===== src/rtl/alu_pkg.sv =====
// -----------------------------------------------------------------------------
// alu_pkg
//   Shared constants for the MIPS execute-stage ALU and its ALU-control decoder.
//   Contents:
//     ALU_WIDTH          default datapath width
//     ALU_AND .. ALU_NOR 4-bit operation codes (standard MIPS ALU-control table)
// -----------------------------------------------------------------------------
package alu_pkg;

    localparam int ALU_WIDTH = 32;

    localparam logic [3:0] ALU_AND = 4'b0000;
    localparam logic [3:0] ALU_OR  = 4'b0001;
    localparam logic [3:0] ALU_ADD = 4'b0010;
    localparam logic [3:0] ALU_SUB = 4'b0110;
    localparam logic [3:0] ALU_SLT = 4'b0111;
    localparam logic [3:0] ALU_NOR = 4'b1100;

    // Codes that run the shared adder in subtract mode.
    function automatic logic is_subtract(input logic [3:0] op);
        return (op == ALU_SUB) || (op == ALU_SLT);
    endfunction

endpackage


===== src/rtl/alu_addsub.sv =====
// -----------------------------------------------------------------------------
// alu_addsub
//   Single WIDTH-bit adder shared by ADD, SUB and SLT. Subtract is done by
//   inverting operand B and injecting a carry-in of 1 (two's complement).
//   Ports:
//     a_i    in  WIDTH  operand A
//     b_i    in  WIDTH  operand B
//     sub_i  in  1      1 = a - b, 0 = a + b
//     sum_o  out WIDTH  result modulo 2^WIDTH (carry/borrow discarded)
//     ovf_o  out 1      signed overflow of the selected operation
// -----------------------------------------------------------------------------
module alu_addsub #(
    parameter int WIDTH = 32
) (
    input  logic [WIDTH-1:0] a_i,
    input  logic [WIDTH-1:0] b_i,
    input  logic             sub_i,
    output logic [WIDTH-1:0] sum_o,
    output logic             ovf_o
);

    logic [WIDTH-1:0] b_eff;
    logic [WIDTH-1:0] cin;

    always_comb begin
        b_eff = sub_i ? ~b_i : b_i;
        cin   = {{(WIDTH-1){1'b0}}, sub_i};
        sum_o = a_i + b_eff + cin;
        // Overflow when the effective addends share a sign and the sum does not.
        // For subtract, b_eff carries the inverted sign of b, so this becomes
        // "operand signs differ and result sign differs from a".
        ovf_o = (a_i[WIDTH-1] == b_eff[WIDTH-1]) && (sum_o[WIDTH-1] != a_i[WIDTH-1]);
    end

endmodule


===== src/rtl/alu.sv =====
// -----------------------------------------------------------------------------
// alu
//   32-bit integer ALU for the single-cycle MIPS execute stage. Produces a
//   combinational result/zero/overflow for same-cycle use, plus a registered
//   copy (one clk of latency) for a pipelined consumer. There is no
//   handshake: new operands are accepted every cycle and the registered
//   outputs simply follow the combinational ones one edge later.
//   Ports:
//     clk         in  1      rising-edge clock
//     reset       in  1      async active-high; clears *_q outputs only
//     var1        in  WIDTH  operand A (rs)
//     var2        in  WIDTH  operand B (rt or sign-extended immediate)
//     aluControl  in  4      operation select (alu_pkg codes)
//     aluout      out WIDTH  combinational result
//     zero        out 1      1 iff aluout == 0
//     overflow    out 1      signed overflow, ADD/SUB only
//     aluout_q    out WIDTH  aluout registered
//     zero_q      out 1      zero registered
//     overflow_q  out 1      overflow registered
// -----------------------------------------------------------------------------
module alu
    import alu_pkg::*;
#(
    parameter int WIDTH = ALU_WIDTH
) (
    input  logic             clk,
    input  logic             reset,
    input  logic [WIDTH-1:0] var1,
    input  logic [WIDTH-1:0] var2,
    input  logic [3:0]       aluControl,
    output logic [WIDTH-1:0] aluout,
    output logic             zero,
    output logic             overflow,
    output logic [WIDTH-1:0] aluout_q,
    output logic             zero_q,
    output logic             overflow_q
);

    logic [WIDTH-1:0] sum;
    logic             sum_ovf;
    logic             slt_bit;

    alu_addsub #(.WIDTH(WIDTH)) u_addsub (
        .a_i   (var1),
        .b_i   (var2),
        .sub_i (is_subtract(aluControl)),
        .sum_o (sum),
        .ovf_o (sum_ovf)
    );

    // Sign of (var1 - var2) corrected by overflow gives a signed less-than that
    // holds across the sign boundary.
    assign slt_bit = sum[WIDTH-1] ^ sum_ovf;

    always_comb begin
        aluout   = '0;
        overflow = 1'b0;
        case (aluControl)
            ALU_AND: aluout = var1 & var2;
            ALU_OR:  aluout = var1 | var2;
            ALU_ADD: begin
                aluout   = sum;
                overflow = sum_ovf;
            end
            ALU_SUB: begin
                aluout   = sum;
                overflow = sum_ovf;
            end
            ALU_SLT: aluout = {{(WIDTH-1){1'b0}}, slt_bit};
            ALU_NOR: aluout = ~(var1 | var2);
            default: begin
                aluout   = '0;
                overflow = 1'b0;
            end
        endcase
    end

    assign zero = ~|aluout;

    // Output register bank.
    logic [WIDTH-1:0] aluout_d;
    logic             zero_d;
    logic             overflow_d;

    assign aluout_d   = aluout;
    assign zero_d     = zero;
    assign overflow_d = overflow;

    always_ff @(posedge clk or posedge reset) begin
        if (reset) begin
            aluout_q   <= '0;
            zero_q     <= 1'b0;
            overflow_q <= 1'b0;
        end else begin
            aluout_q   <= aluout_d;
            zero_q     <= zero_d;
            overflow_q <= overflow_d;
        end
    end

endmodule


===== config.mk =====
export PLATFORM = sky130hd
export DESIGN_NAME = alu
export DESIGN_NICKNAME = d
export VERILOG_FILES = /design/src/rtl/alu_pkg.sv /design/src/rtl/alu_addsub.sv /design/src/rtl/alu.sv
export SDC_FILE = /design/constraint.sdc
export NUM_CORES = 1
export LEC_CHECK = 0
export ABC_AREA = 1
export CELL_PAD_IN_SITES_DETAIL_PLACEMENT = 0
export CELL_PAD_IN_SITES_GLOBAL_PLACEMENT = 1
export CORE_UTILIZATION = 36
export DETAILED_ROUTE_END_ITERATION = 12
export PLACE_DENSITY_LB_ADDON = 0.1
export SLEW_MARGIN = 5
export SYNTH_ARGS = -nofsm -noshare
export SYNTH_HDL_FRONTEND = slang
export SYNTH_HIERARCHICAL = 1
export SYNTH_SLANG_ARGS = --single-unit

===== constraint.sdc =====
create_clock -name clk -period 5.5 [get_ports clk]
set_input_delay 0.55 -clock clk [delete_from_list [all_inputs] [get_ports clk]]
set_output_delay 0.55 -clock clk [all_outputs]
set_load 0.01 [all_outputs]

-- Word-level counts from Yosys, hierarchy flattened
Cells that the tools add are included.
- $add $sub $neg: 2
- reductions and logical operators: 6
- multiplexer cells: 3
- bitwise operators: 5
- equal/unequal tests: 7
- operators by type and width (cell ; number):
    case mux 32 bit (5 select lines) ; 1
    NOT 32 bit ; 2
    adder 32 x 1 -> 32 bit ; 1
    adder 32 bit ; 1
    AND 32 bit ; 1
    2-to-1 mux 32 bit ; 1
    OR 32 bit ; 1
    OR reduction 32 bit ; 1
    == test 4 x 3 -> 1 bit, second input constant ; 2
    == test 4 x 1 -> 1 bit, second input constant ; 1
    == test 4 x 2 -> 1 bit, second input constant ; 1
    == test 4 bit, second input constant ; 1
    zero test 4 bit ; 1
    OR reduction 2 bit ; 1
    == test 1 bit ; 1
    logical AND 1 bit ; 1
    zero test 1 bit ; 1
    logical OR 1 bit ; 1
    2-to-1 mux 1 bit ; 1
    inequality test 1 bit ; 1
    XOR 1 bit ; 1
- input bits: 70
- flip-flop bits (word level): 34
- logic and storage cells: 26
- output and inout bits: 68

-- Depth between registers and ports, before layout
Gate-level depths: netlist (run 1).
- depth after elaboration: 11
- depth in mapped cells: 28
- mapped depth without buffers: 27

-- Modules after synthesis
The synthesis (run 1) kept the hierarchy.
- by module, submodules not included (module ; cells each ; sequential area each (µm²) ; times used ; area an instance (µm²)):
    alu ; 493 ; 850.8 ; 1 ; 2864.0
    alu_addsub ; 459 ; 0.0 ; 1 ; 2514.9

-- Worst setup path before layout (run 1)
No wires, ideal clock.
- kind: input port to output port
- start: input aluControl[1]
- end: output zero
- buffers on the path: 3
- stages on the path: 22
- arrival time: 3345 ps
- data required time: 4950 ps
- slack: 1605 ps
- cells stage by stage: buf_4 -> and3_1 -> buf_2 -> buf_2 -> xor2_1 -> ha_1 -> a21oi_1 -> inv_1 -> nor2_1 -> nand2_1 -> a21oi_1 -> nand2_2 -> nand2_1 -> nand2_1 -> xor2_1 -> nand3_1 -> nand2_1 -> nor2_1 -> nand2_1 -> nor2_1 -> nand2_1 -> nor2_1
- longest elaborated chain between the ends: 11
- elaborated cells between the ends (all ways): 18
- those cells by class: add/sub: 2; eq/ne: 7; mux: 2; bitwise: 1; reduce/logical: 6
- RTL lines (item ; line ; RTL):
    start: declaration ; alu.sv:30 ; input logic [3:0] aluControl,
    == test 4 x 3 -> 1 bit ; alu_pkg.sv:21 ; return (op == ALU_SUB) || (op == ALU_SLT);
    logical OR 1 bit (*) ; alu_pkg.sv:21 ;
    2-to-1 mux 32 bit ; alu_addsub.sv:26 ; b_eff = sub_i ? ~b_i : b_i;
    adder 32 bit ; alu_addsub.sv:28 ; sum_o = a_i + b_eff + cin;
    adder 32 x 1 -> 32 bit ; alu_addsub.sv:28 ;
    inequality test 1 bit ; alu_addsub.sv:32 ; ovf_o = (a_i[WIDTH-1] == b_eff[WIDTH-1]) && (sum_o[WIDTH-1] != a_i[WIDTH-1]);
    logical AND 1 bit (*) ; alu_addsub.sv:32 ;
    named net sum_ovf ; alu.sv:40 ; logic sum_ovf;
    XOR 1 bit (*) ; alu.sv:53 ; assign slt_bit = sum[WIDTH-1] ^ sum_ovf;
    case mux 32 bit (5 select lines) (*) ; alu.sv:58 ; case (aluControl)
    named net aluout[0] ; alu.sv:31 ; output logic [WIDTH-1:0] aluout,
    OR reduction 32 bit (*) ; alu.sv:78 ; assign zero = ~|aluout;
    zero test 1 bit (*) ; alu.sv:78 ;
    end: declaration ; alu.sv:32 ; output logic zero,
The timed path passes the listed nets; every way through them passes the cells marked *.

-- Worst setup path after layout (run 1)
- start: input aluControl[2]
- end: output zero
- elaborated cells between the ends (all ways): 18
- those cells by class: add/sub: 2; eq/ne: 7; mux: 2; bitwise: 1; reduce/logical: 6
- RTL lines (item ; line ; RTL):
    == test 4 x 3 -> 1 bit ; alu_pkg.sv:21 ;
    logical OR 1 bit (*) ; alu_pkg.sv:21 ;
    2-to-1 mux 32 bit ; alu_addsub.sv:26 ;
    adder 32 bit ; alu_addsub.sv:28 ;
    adder 32 x 1 -> 32 bit (*) ; alu_addsub.sv:28 ;
    named net sum[19] ; alu.sv:39 ; logic [WIDTH-1:0] sum;
    case mux 32 bit (5 select lines) (*) ; alu.sv:58 ;
    OR reduction 32 bit (*) ; alu.sv:78 ;
    zero test 1 bit (*) ; alu.sv:78 ;
Marked as above.

==> run summary, run 1 <==
DRT iter0 DRCs: 550
Final #Nets: 1182
crit path capture type: primary output
Synth Area in Compound Gates: 0.0535
IO Count: 138
vias: 6273
Slew headroom: 0.404
Total GRT Usage: 0.255
Largest delay share family, worst path: simple AND/OR/NAND/NOR gates
post-DR wirelength/cell: 15.3 µm
Layout Area Growth over Synthesis: 32.0%
Congestion Overflow GR: 0
EDFF count, synth: 0
Synth Flop Type: dfrtp_1
# DRC: 0
status: complete, no violations
max frequency: 192 MHz
CP Cell Sequence: clkdlybuf4s50_1 -> and3_2 -> buf_4 -> xor2_1 -> ha_1 -> a21oi_1 -> nand2_2 -> nand2_2 -> nand2_2 -> nand2_1 -> nand2_2 -> nand2_1 -> nand2_1 -> nand2_1 -> nand2_1 -> nand2_1 -> nand4_1 -> nor2_1 -> nand2_1 -> nor2_1 -> nand2_1 -> nor2_1 -> clkdlybuf4s50_1
layout cells sized above 1: 0.0647
WHS: 0.669 ns
H-tree levels: 2
Placer Congestion: 0.960
hold buffer count at CTS: 0
crit start category: primary input
Slowest-stage cell, CP: clkdlybuf4s50_1
number of buffers added on ports: 137
Pwr Density: 177 nW/µm²
core area: 14500 µm²
Peak VDD IR: 89.8 µV
FF+latch count, synth: 34
Rows: 44
Layout fillers: 1570
Die Area: 15400 µm²
Unique masters post-synth: 35
Top cell by count, worst path: nand2_1
clock transition at the registers of the reported paths: 0.05 ns
P_leak: 3.87 nW
Mapped Nets: 1053
Bufs on Longest Clock Path: 2
Simple-Gate Fraction of Synth Area: 0.478
Synth Cell Area: 5380 µm²
pre-CTS setup slack: 0.238 ns
fraction of synthesized area in multiplexers: 0
main combinational cell family by area after synthesis: simple AND/OR/NAND/NOR gates
synth warn: 6
xor/xnor share of the synthesized area: 0.0814
global-route wire length before repair: 31500 µm
WL final: 19400 µm
Worst Setup Path Type: primary input to primary output
worst path bufs/invs: 3
CTS tree: done
WP data required: 4.95 ns
initial antenna violation count: 0
final worst slack: 0.301 ns
post-layout minimum cycle time: 5.20 ns
CTS Buf Count: 5
Vias/cell: 4.95
width of the die: 124 µm
pins over their slew limit: 0
clock root buffer: clkbuf_16
drt pass-1 iters: 6
ys async rst share: 1.00
largest net degree at the start of global routing: 65
total chip power: 0.00126 W
antenna diode count: 0
Final setup viols: 0
Data arrival, critical path: 4.65 ns
Worst-Margin Slew: 0.892 ns
Hold/Removal Path Class: primary input to async pin
Max-Cap Viols: 0
CP max stage delay: 0.55 ns
dpl hpwl: 15800 µm
Routed Antenna Nets: 0
vias in the first global route: 5737
synthesized-area fraction occupied by adder cells: 0.0735
die height: 124 µm
worst-path fanout max: 7
final hold violations: 0
cells after synthesis: 952
RSZ-0062 raised after global routing: no
sequential-to-total area share from yosys stat: 0.158
Starting Density: 0.370
CTS sink cnt: 34
Mapped Avg Cell Area: 5.65 µm²
Final period util: 0.945
post-layout util: 0.489
Setup TNS: 0 ns
## worst paths after layout
| path | end | slack, ns | depth (start not counted) | startpoint |
|---|---|---|---|---|
| max in group asynchronous | aluout_q[11] | 4.54 | 3 | reset |
| min in group clk | aluout_q[3] | 1.14 | 4 | var1[3] |
| max | zero | 0.30 | 23 | aluControl[2] |
| min | aluout_q[20] | 0.67 | 3 | reset |
## kinds of logic (layout without fill, tap and decap cells)
| group | count (synthesis) | count (layout) |
|---|---|---|
| simple gates | 572 | 572 |
| flops | 34 | 34 |
| buf+inv | 212 | 342 |
| xor+xnor | 50 | 50 |
| fa+ha+maj | 31 | 31 |
| compound gates | 53 | 53 |
## sequential cells by signal, summed over array words and instances (netlist names)
| name | count |
|---|---|
| zero_q | 1 |
| overflow_q | 1 |
| aluout_q | 32 |
## final cells by class
cell class | count | area, µm² | share of cell area
clock buffers | 5 | 125 | 0.0176
clock inverters | 3 | 21.3 | 0.00300
inverters | 184 | 691 | 0.0973
multi-input cells | 706 | 3710 | 0.522
flip-flops and latches | 34 | 851 | 0.120
well taps | 184 | 230 | 0.0324
repair buffers | 150 | 1470 | 0.207
## where the power goes
group	total, W	switching, W	internal [W]
logic	0.000716	0.000432	0.000284
registers	0.000276	0.00000497	0.000271
clock network	0.000266	0.0000992	0.000167
total	0.00126	0.000536	0.000722
## synth_stat cells, drive strengths merged, types with 3 or more instances
library cell / n / area (µm²)
clkbuf: 4 / 15.0
inv: 182 / 683
and2: 3 / 20.0
o21bai: 4 / 30.0
o21ai: 13 / 65.1
nand4: 35 / 219
nor3: 6 / 45.0
nand3: 113 / 581
nor2: 110 / 455
nand2: 289 / 1130
a21oi: 31 / 155
nand3b: 12 / 90.1
dfrtp: 34 / 851
ha: 30 / 375
buf: 24 / 128
xnor2: 3 / 26.3
a21o: 3 / 22.5
xor2: 47 / 412
## cells in the final DEF, fill, tap and decap left out, drive strengths merged
cell	n
o21bai	4
xor2	47
nor2	110
clkinv	4
xnor2	3
nor4	2
and2	3
nand3b	12
buf	13
o21a	2
o21ai	13
a21o	3
nand4	35
inv	182
nand3	113
dfrtp	34
fa	1
clkinvlp	1
and3	2
nor3	6
nand2	289
clkbuf	5
a21oi	31
ha	30
clkdlybuf4s50	137
## tightest hold or removal path: cells and delay by family
kind	cells	cell delay [ns]
buf+inv	3	0.81
## layer usage
metal  global-route usage  vias to the layer above  part of all wire
li1                     -                     3217                 -
met1                0.397                     2798              0.51
met2                0.379                      242              0.41
met3               0.0159                       16             0.066
met4               0.0609                        0             0.014
met5                    0                        -                 0
## metrics by stage
| step | cell area [µm²] | std cells |
|---|---|---|
| detailed placement | 6930 | 1257 |
| global route | 7100 | 1266 |
| finish | 7100 | 1266 |
| global placement | 6930 | 1257 |
| floorplan | 5380 | 952 |
| CTS | 7080 | 1265 |
## timing repair
| item | 4_1_cts | 5_1_grt |
|---|---|---|
| endpoints found under the setup margin | 0 | 1 |
| setup buffers | 0 | 1 |
| resized for setup | 0 | 3 |
No activity file was read; power rests on OpenSTA's default activity.
==> run 2: changes to the inputs <==
- CORE_UTILIZATION: 36 -> 30
- PLACE_DENSITY: unset -> 0.74
- PLACE_DENSITY_LB_ADDON: 0.1 -> unset
==> run 2 against run 1 <==
- design area up 1.3%
- sequential power about the same
- worst hold slack worse by 0.015 ns
- core utilization shrank 7.5 points
- maximum frequency shrank 2.2%
- die area rose by 20%
- highest routed layer unchanged
- total power is 1.4% higher
- largest power group unchanged
- critical path depth is 1 higher
==> run summary, run 2 (synthesis gave the netlist of run 1 again) <==
status: complete, no violations
global-route wire length before repair: 32300 µm (+2.7%)
P_leak: 3.88 nW (+0.26%)
dpl hpwl: 16900 µm (+7.3%)
Final setup viols: 0 (unchanged)
Placer Congestion: 0.912 (-5.0%)
DRT iter0 DRCs: 523 (-4.9%)
most flop-heavy register: aluout_q
Final period util: 0.966 (+0.0210)
Congestion Overflow GR: 0 (unchanged)
Die Area: 18500 µm² (+20%)
Largest regs: aluout_q x32, overflow_q x1, zero_q x1
Top cell by count, worst path: nand2_1
pins over their slew limit: 0 (unchanged)
Data arrival, critical path: 4.76 ns (+0.11 ns)
core area: 17400 µm² (+20%)
Slowest-stage cell, CP: clkdlybuf4s50_1
final instance area: 7190 µm² (+1.3%)
Routed Antenna Nets: 0 (unchanged)
commonest cells after routing, fill and taps aside: nand2_1, inv_1, clkdlybuf4s50_1, nand3_1, nor2_1
number of flip-flops in the largest register: 32 (unchanged)
post-layout util: 0.413 (-0.0755)
CP Cell Sequence: clkdlybuf4s50_1 -> and3_4 -> buf_12 -> xor2_1 -> ha_1 -> nand2_1 -> inv_1 -> nand3_2 -> nand2_2 -> nand2_2 -> nand2_2 -> nand2_1 -> nand2_2 -> nand2_1 -> nand3_1 -> nand2_1 -> nand2_1 -> nand4_1 -> nor2_1 -> nand2_1 -> nor2_1 -> nand2_1 -> nor2_1 -> clkdlybuf4s50_1
most common cell after layout, fill and taps aside: nand2_1
Starting Density: 0.309 (-0.0613)
dpl cell area: 7030 µm² (+1.3%)
die height: 136 µm (+9.4%)
hold buffer count at CTS: 0 (unchanged)
Final #Nets: 1183 (+0.085%)
Worst Setup Path Type: primary input to primary output
CTS tree: done
final hold violations: 0 (unchanged)
initial antenna violation count: 0 (unchanged)
Slew headroom: 0.350 (-0.0535)
Resized Gates After CTS: 0 (unchanged)
IO Count: 138 (unchanged)
Peak VDD IR: 189 µV (+110%)
number of buffers added on ports: 137 (unchanged)
Layout Area Growth over Synthesis: 33.8%
crit start category: primary input
H-tree levels: 2 (unchanged)
CTS Buf Count: 5 (unchanged)
Hold/Removal Path Class: primary input to async pin
width of the die: 136 µm (+9.4%)
vias: 6265 (-0.13%)
drt pass-1 iters: 5 (-1)
clock root buffer: clkbuf_16
worst-path fanout max: 24 (+17)
antenna diode count: 0 (unchanged)
Bufs on Longest Clock Path: 2 (unchanged)
multi-input logic area: 3720 µm² (+0.37%)
Vias/cell: 4.79 (-3.3%)
layout cells sized above 1: 0.0674 (+0.00271)
Max-Cap Viols: 0 (unchanged)
fin cells: 1308 (+3.3%)
Pwr Density: 177 nW/µm² (about the same)
post-layout minimum cycle time: 5.31 ns (+0.115 ns)
WL final: 20700 µm (+6.8%)
RSZ-0062 raised after global routing: no
total chip power: 0.00128 W (+1.4%)
CTS sink cnt: 34 (unchanged)
clock transition at the registers of the reported paths: 0.05 ns (about the same)
Placed Cells: 1300 (+3.4%)
largest net degree at the start of global routing: 43 (-34%)
Worst-Margin Slew: 0.972 ns (+0.0801 ns)
Layout fillers: 1893 (+21%)
crit path capture type: primary output
Rows: 48 (+9.1%)
max frequency: 188 MHz (-2.2%)
Post-CTS Setup Bufs: 0 (unchanged)
post-DR wirelength/cell: 15.8 µm (+3.4%)
Total GRT Usage: 0.227 (-0.0287)
CP max stage delay: 0.57 ns (+0.02 ns)
# DRC: 0 (unchanged)
Setup TNS: 0 ns (unchanged)
FF+latch area: 851 µm² (unchanged)
WP data required: 4.95 ns (about the same)
vias in the first global route: 5826 (+1.6%)
==> run 2: cell types whose count changed in the layout (fill, tap and decap cells not counted), sizes merged <==
cell / before / now
buf: 13 / 14
==> run 2: final timing paths <==
path / from / end / slack, ns / depth (start not counted)
max in group asynchronous: reset / aluout_q[15] / 4.54 / 3
worst max-delay path: aluControl[2] / zero / 0.19 / 24
min in group clk: var1[28] / aluout_q[28] / 1.13 / 4
worst min-delay path: reset / aluout_q[29] / 0.65 / 3
==> run 2: power breakdown <==
group          total, W  switching (W)  internal, W
Clock          0.000267       0.000100     0.000167
Sequential     0.000276     0.00000524     0.000271
Combinational  0.000732       0.000444     0.000288
==> run 2: area by class of cell <==
| type | instances | share of cell area |
|---|---|---|
| Multi-Input combinational cell | 706 | 0.518 |
| Timing Repair Buffer | 151 | 0.209 |
| Sequential cell | 34 | 0.118 |
| Inverter | 184 | 0.0960 |
| Tap cell | 225 | 0.0391 |
| Clock buffer | 5 | 0.0174 |
| Clock inverter | 3 | 0.00296 |
==> run 2: stage by stage <==
step | setup WS, ns | hold WS, ns
2_1_floorplan | 1.60 | 0.692
3_3_place_gp | 0.240 | 0.969
3_5_place_dp | 0.242 | 0.963
4_1_cts | 0.218 | 0.666
5_1_grt | 0.00321 | 0.693
6_report | 0.186 | 0.654
==> run 2: metal layers <==
layer  track usage  up-vias  part of all wire
li1              -     3207                 -
met1         0.330     2862              0.50
met2         0.365      184              0.44
met3        0.0179       12             0.048
met4        0.0414        0            0.0096
met5             0        -                 0
==> run 2: worst max-delay path, delay by kind of cell <==
family / cells / cell delay, ns
buf+inv: 4 / 1.44
xor+xnor: 1 / 0.11
simple gates: 18 / 2.22
fa+ha+maj: 1 / 0.42
==> run 3: changes to the inputs <==
- REMOVE_ABC_BUFFERS: unset -> 1
==> run 3 against run 2 <==
- sequential share of layout area about the same
- maximum frequency increased by 3.1%
- non-clock buffer count decreased by 1
- setup slack improved by 0.16 ns
- critical path depth increased by 3
- global-route usage decreased by 3.0 points
- clock power increased by 15%
- critical path type unchanged
- highest routed layer unchanged
==> run summary, run 3 (synthesis gave the netlist of run 1 again) <==
Final period util: 0.937 (-0.0293)
max frequency: 194 MHz (+3.1%)
number of buffers added on ports: 137 (unchanged)
WL final: 17700 µm (-15%)
core area: 17400 µm² (unchanged)
WP data required: 4.95 ns (about the same)
CTS tree: done
Total GRT Usage: 0.197 (-0.0300)
number of flip-flops in the largest register: 32 (unchanged)
DRT iter0 DRCs: 290 (-45%)
drt pass-1 iters: 5 (unchanged)
crit path capture type: primary output
final hold violations: 0 (unchanged)
Final #Nets: 1182 (-0.085%)
worst-path fanout max: 6 (-75%)
global-route wire length before repair: 28600 µm (-12%)
Data arrival, critical path: 4.60 ns (-0.16 ns)
Starting Density: 0.309 (unchanged)
Layout Area Growth over Synthesis: 33.2%
critical path launch point: aluControl[2]
final instance area: 7160 µm² (-0.42%)
vias in the first global route: 5549 (-4.8%)
Pwr Density: 178 nW/µm² (+0.54%)
Worst-Margin Slew: 0.885 ns (-0.0870 ns)
Final setup viols: 0 (unchanged)
commonest cells after routing, fill and taps aside: nand2_1, inv_1, clkdlybuf4s50_1, nand3_1, nor2_1
H-tree levels: 2 (unchanged)
Placer Congestion: 0.912 (about the same)
# DRC: 0 (unchanged)
width of the die: 136 µm (unchanged)
clock root buffer: clkbuf_16
Layout fillers: 1933 (+2.1%)
clock transition at the registers of the reported paths: 0.06 ns (about the same)
most common cell after layout, fill and taps aside: nand2_1
post-DR wirelength/cell: 13.5 µm (-15%)
layout cells sized above 1: 0.0647 (-0.00271)
die height: 136 µm (unchanged)
post-layout minimum cycle time: 5.15 ns (-0.161 ns)
Vias/cell: 4.60 (-3.9%)
dpl cell area: 6990 µm² (-0.50%)
antenna diode count: 0 (unchanged)
P_leak: 3.88 nW (-0.13%)
dpl hpwl: 14100 µm (-17%)
Bufs on Longest Clock Path: 2 (unchanged)
initial antenna violation count: 0 (unchanged)
Routed Antenna Nets: 0 (unchanged)
status: complete, no violations
largest net degree at the start of global routing: 65 (+51%)
Peak VDD IR: 109 µV (-42%)
crit start category: primary input
Worst Setup Path Type: primary input to primary output
Slew headroom: 0.408 (+0.0581)
Die Area: 18500 µm² (unchanged)
hold buffer count at CTS: 0 (unchanged)
RSZ-0062 raised after global routing: no
Largest regs: aluout_q x32, overflow_q x1, zero_q x1
Hold/Removal Path Class: primary input to async pin
most flop-heavy register: aluout_q
Rows: 48 (unchanged)
CTS Buf Count: 5 (unchanged)
Congestion Overflow GR: 0 (unchanged)
Setup TNS: 0 ns (unchanged)
pins over their slew limit: 0 (unchanged)
vias: 6015 (-4.0%)
CTS sink cnt: 34 (unchanged)
IO Count: 138 (unchanged)
Max-Cap Viols: 0 (unchanged)
==> run 3: cell types whose count changed in the layout (fill, tap and decap cells not counted), moves of 2 or more <==
cell	delta
a21oi_1	+3
a21oi_2	-3
nor2_1	-2
nor2_2	+2
==> run 3: final timing paths <==
| path | cells after the start | slack [ns] | endpoint |
|---|---|---|---|
| max | 27 | 0.35 | zero |
| min | 3 | 0.68 | aluout_q[4] |
| max in group asynchronous | 3 | 4.48 | aluout_q[23] |
| min in group clk | 4 | 1.07 | aluout_q[5] |
==> run 3: per-layer routing <==
metal	wire length (µm)	track usage	vias to the layer above	share of wire
met4	158	0.0426	0	0.0089
met1	8940	0.279	2647	0.51
met2	7700	0.313	145	0.44
met5	0	0	-	0
li1	-	-	3215	-
met3	874	0.0272	8	0.049
==> run 3: per-stage QoR <==
stage / worst slack, ns / total power (W) / cells / hold slack (ns) / util
floorplan: 0.755 / 0.000689 / 924 / 0.692 / -
CTS: 0.122 / 0.00129 / 1305 / 0.702 / 0.410
detailed placement: 0.143 / 0.000973 / 1297 / 1.02 / 0.401
global route: 0.00651 / 0.00138 / 1307 / 0.760 / 0.411
finish: 0.347 / 0.00128 / 1307 / 0.676 / 0.411
global placement: 0.150 / 0.000974 / 1297 / 1.01 / 0.401
==> run 3: final cells by class <==
cell class	count	area (µm²)	area share
well taps	225	282	0.0393
flip-flops and latches	34	851	0.119
inverters	184	691	0.0964
clock buffers	7	143	0.0199
repair buffers	150	1480	0.207
clock inverters	1	5.00	0.000699
multi-input cells	706	3710	0.518
==> run 3: critical path, cell delays in order <==
cell and delay, ns:
clkdlybuf4s50_1 0.55, and3_4 0.29, inv_2 0.05, nand2_2 0.06, and2_2 0.16, inv_1 0.05
fa_1 0.42, inv_1 0.12, nand3_1 0.08, nand2_1 0.14, nand2_1 0.07, nand2_1 0.14
nand2_1 0.07, nand2_1 0.12, nand3_1 0.12, nand3_1 0.09, nand2_1 0.10, nand4_1 0.11
nand2_1 0.06, inv_1 0.05, nand2_1 0.08, nor2_1 0.13, nand2_1 0.07, nor2_1 0.10
nand2_1 0.11, nor2_2 0.16, clkdlybuf4s50_1 0.55
==> run 3: power breakdown <==
| part | switching [W] | internal [W] |
|---|---|---|
| logic | 0.000412 | 0.000284 |
| registers | 0.00000489 | 0.000270 |
| clock network | 0.000126 | 0.000180 |
| total | 0.000543 | 0.000734 |
==> run 3: timing repair <==
action | in CTS | in global routing
resized for setup | 0 | 4
setup endpoints to repair | 0 | 1
setup buffers | 0 | 2
endpoints found under the hold margin | 0 | 0
==> RTL edit (settings of run 2) <==
Set the package constant `ALU_WIDTH` to 16 (it was 32).
--- a/src/rtl/alu_pkg.sv
+++ b/src/rtl/alu_pkg.sv
@@ -9,3 +9,3 @@
 
-    localparam int ALU_WIDTH = 32;
+    localparam int ALU_WIDTH = 16;
 
Ports: changed (resized aluout, aluout_q, var1 and var2); port bits go from 138 to 74. The function was not compared with the original's and may differ.
==> RTL edit against run 2 <==
- setup slack improved by 460 ps
- global-route usage decreased by 5.2 points
- area after synthesis decreased by 52%
- sequential cell count decreased by 16
- count of clock-buffer cells in the layout decreased by 1
- routed wire length decreased by 64%
- total power decreased by 56%
- highest routed layer unchanged
- design area decreased by 52%
==> RTL edit: results (changes against run 2) <==
| Metric | Value |
|---|---|
| Routed vias/inst | `4.498 (was 4.790)` |
| Fillers | `932 (was 1893)` |
| Placed instance area | `3411 µm² (was 7025 µm²)` |
| Netlist cell types | `28 (was 35)` |
| DR iter-0 viols | `122 (was 523)` |
| Total CTS buffers | `3 (was 5)` |
| Port Buffer Count | `73 (was 137)` |
| CP top delay family | `buffers and inverters (was simple AND/OR/NAND/NOR gates)` |
| Post-synthesis area per instance | `5.915 µm² (was 5.650 µm²)` |
| Post-Syn Nets | `494 (was 1053)` |
| Seq/Total Area, Yosys | `0.1731 (was 0.1582)` |
| H-Tree Depth | `1 (was 2)` |
| Largest net degree at the start of global routing | `19 (was 43)` |
| Vias | `2771 (was 6265)` |
| Total GRT Usage | `0.1750 (was 0.2268)` |
| Static Leakage | `1.994 nW (was 3.882 nW)` |
| Final Wtd Congestion | `0.9205 (was 0.9124)` |
| TritonRoute pass-1 iters | `4 (was 5)` |
| Slew headroom | `0.5992 (was 0.3503)` |
| Placed cell count | `612 (was 1300)` |
| Wire length per cell | `12.05 µm (was 15.83 µm)` |
| Share of cells above drive strength 1 | `0.08415 (was 0.06741)` |
| Top cells by area, synth | `nand2_1 (19%), dfrtp_1 (17%), inv_1 (11%), nand3_1 (8.5%), ha_1 (7.2%) (was nand2_1 (19%), dfrtp_1 (16%), inv_1 (12%), nand3_1 (10%), xor2_1 (7.7%))` |
| Largest registers | `aluout_q x16, overflow_q x1, zero_q x1 (was aluout_q x32, overflow_q x1, zero_q x1)` |
| CTS root buf | `clkbuf_8 (was clkbuf_16)` |
| Max IR drop VDD | `0.05341 mV (was 0.1888 mV)` |
| Status | `completed (unchanged)` |
| Vias in the first global route | `2532 (was 5826)` |
| Crit path from | `aluControl[3] (was aluControl[2])` |
| Dpl hpwl | `6158 µm (was 16950 µm)` |
RTL edit: worst max path at each step:
stage / end / slack [ps] / cells past startpoint
final: zero / 650 / 23
after global routing: zero / 160 / 25
after CTS: zero / 620 / 23
after detailed placement: zero / 620 / 23
after global placement: zero / 690 / 23
after floorplan: zero / 1900 / 24
RTL edit: where the power goes:
group	switching, W	total (W)	internal, W
logic	0.000180	0.000319	0.000139
registers	0.00000256	0.000146	0.000144
clock network	0.0000374	0.000101	0.0000634
total	0.000220	0.000566	0.000346
RTL edit: final cells by class:
type | count | area [µm²] | share of cell area
flip-flops and latches | 18 | 450.4 | 0.1300
repair buffers | 77 | 760.7 | 0.2195
multi-input cells | 328 | 1750 | 0.5051
clock buffers | 4 | 55.05 | 0.01588
inverters | 84 | 317.8 | 0.09170
well taps | 105 | 131.4 | 0.03791
RTL edit: kinds of logic after synthesis:
group                    after synthesis  synth area share
flip-flops                            18            0.1731
adder cells (fa/ha/maj)               16           0.07981
AO/OA/AOI/OAI                         28           0.05914
XOR/XNOR                              22           0.07404
buffers and inverters                 94            0.1543
AND/OR/NAND/NOR                      262            0.4596
RTL edit: routing by layer:
layer | GRT usage | routed length [µm] | vias to the layer above | share of wire
met5 | 0 | 0 | - | 0
met2 | 0.3018 | 3416 | 77 | 0.46
met1 | 0.2423 | 3666 | 1202 | 0.49
met4 | 0.03662 | 40 | 0 | 0.0054
li1 | - | - | 1488 | -
met3 | 0.004785 | 302 | 4 | 0.041
RTL edit: stage by stage:
step / total power (W) / setup slack, ps / hold WS (ps)
5_1_grt: 0.0006218 / 163.7 / 748.2
2_1_floorplan: 0.0003452 / 1897 / 488.6
3_3_place_gp: 0.0004677 / 687.3 / 955.3
3_5_place_dp: 0.0004680 / 623.3 / 959.7
4_1_cts: 0.0005704 / 619.7 / 702.4
6_report: 0.0005660 / 647.7 / 678.8
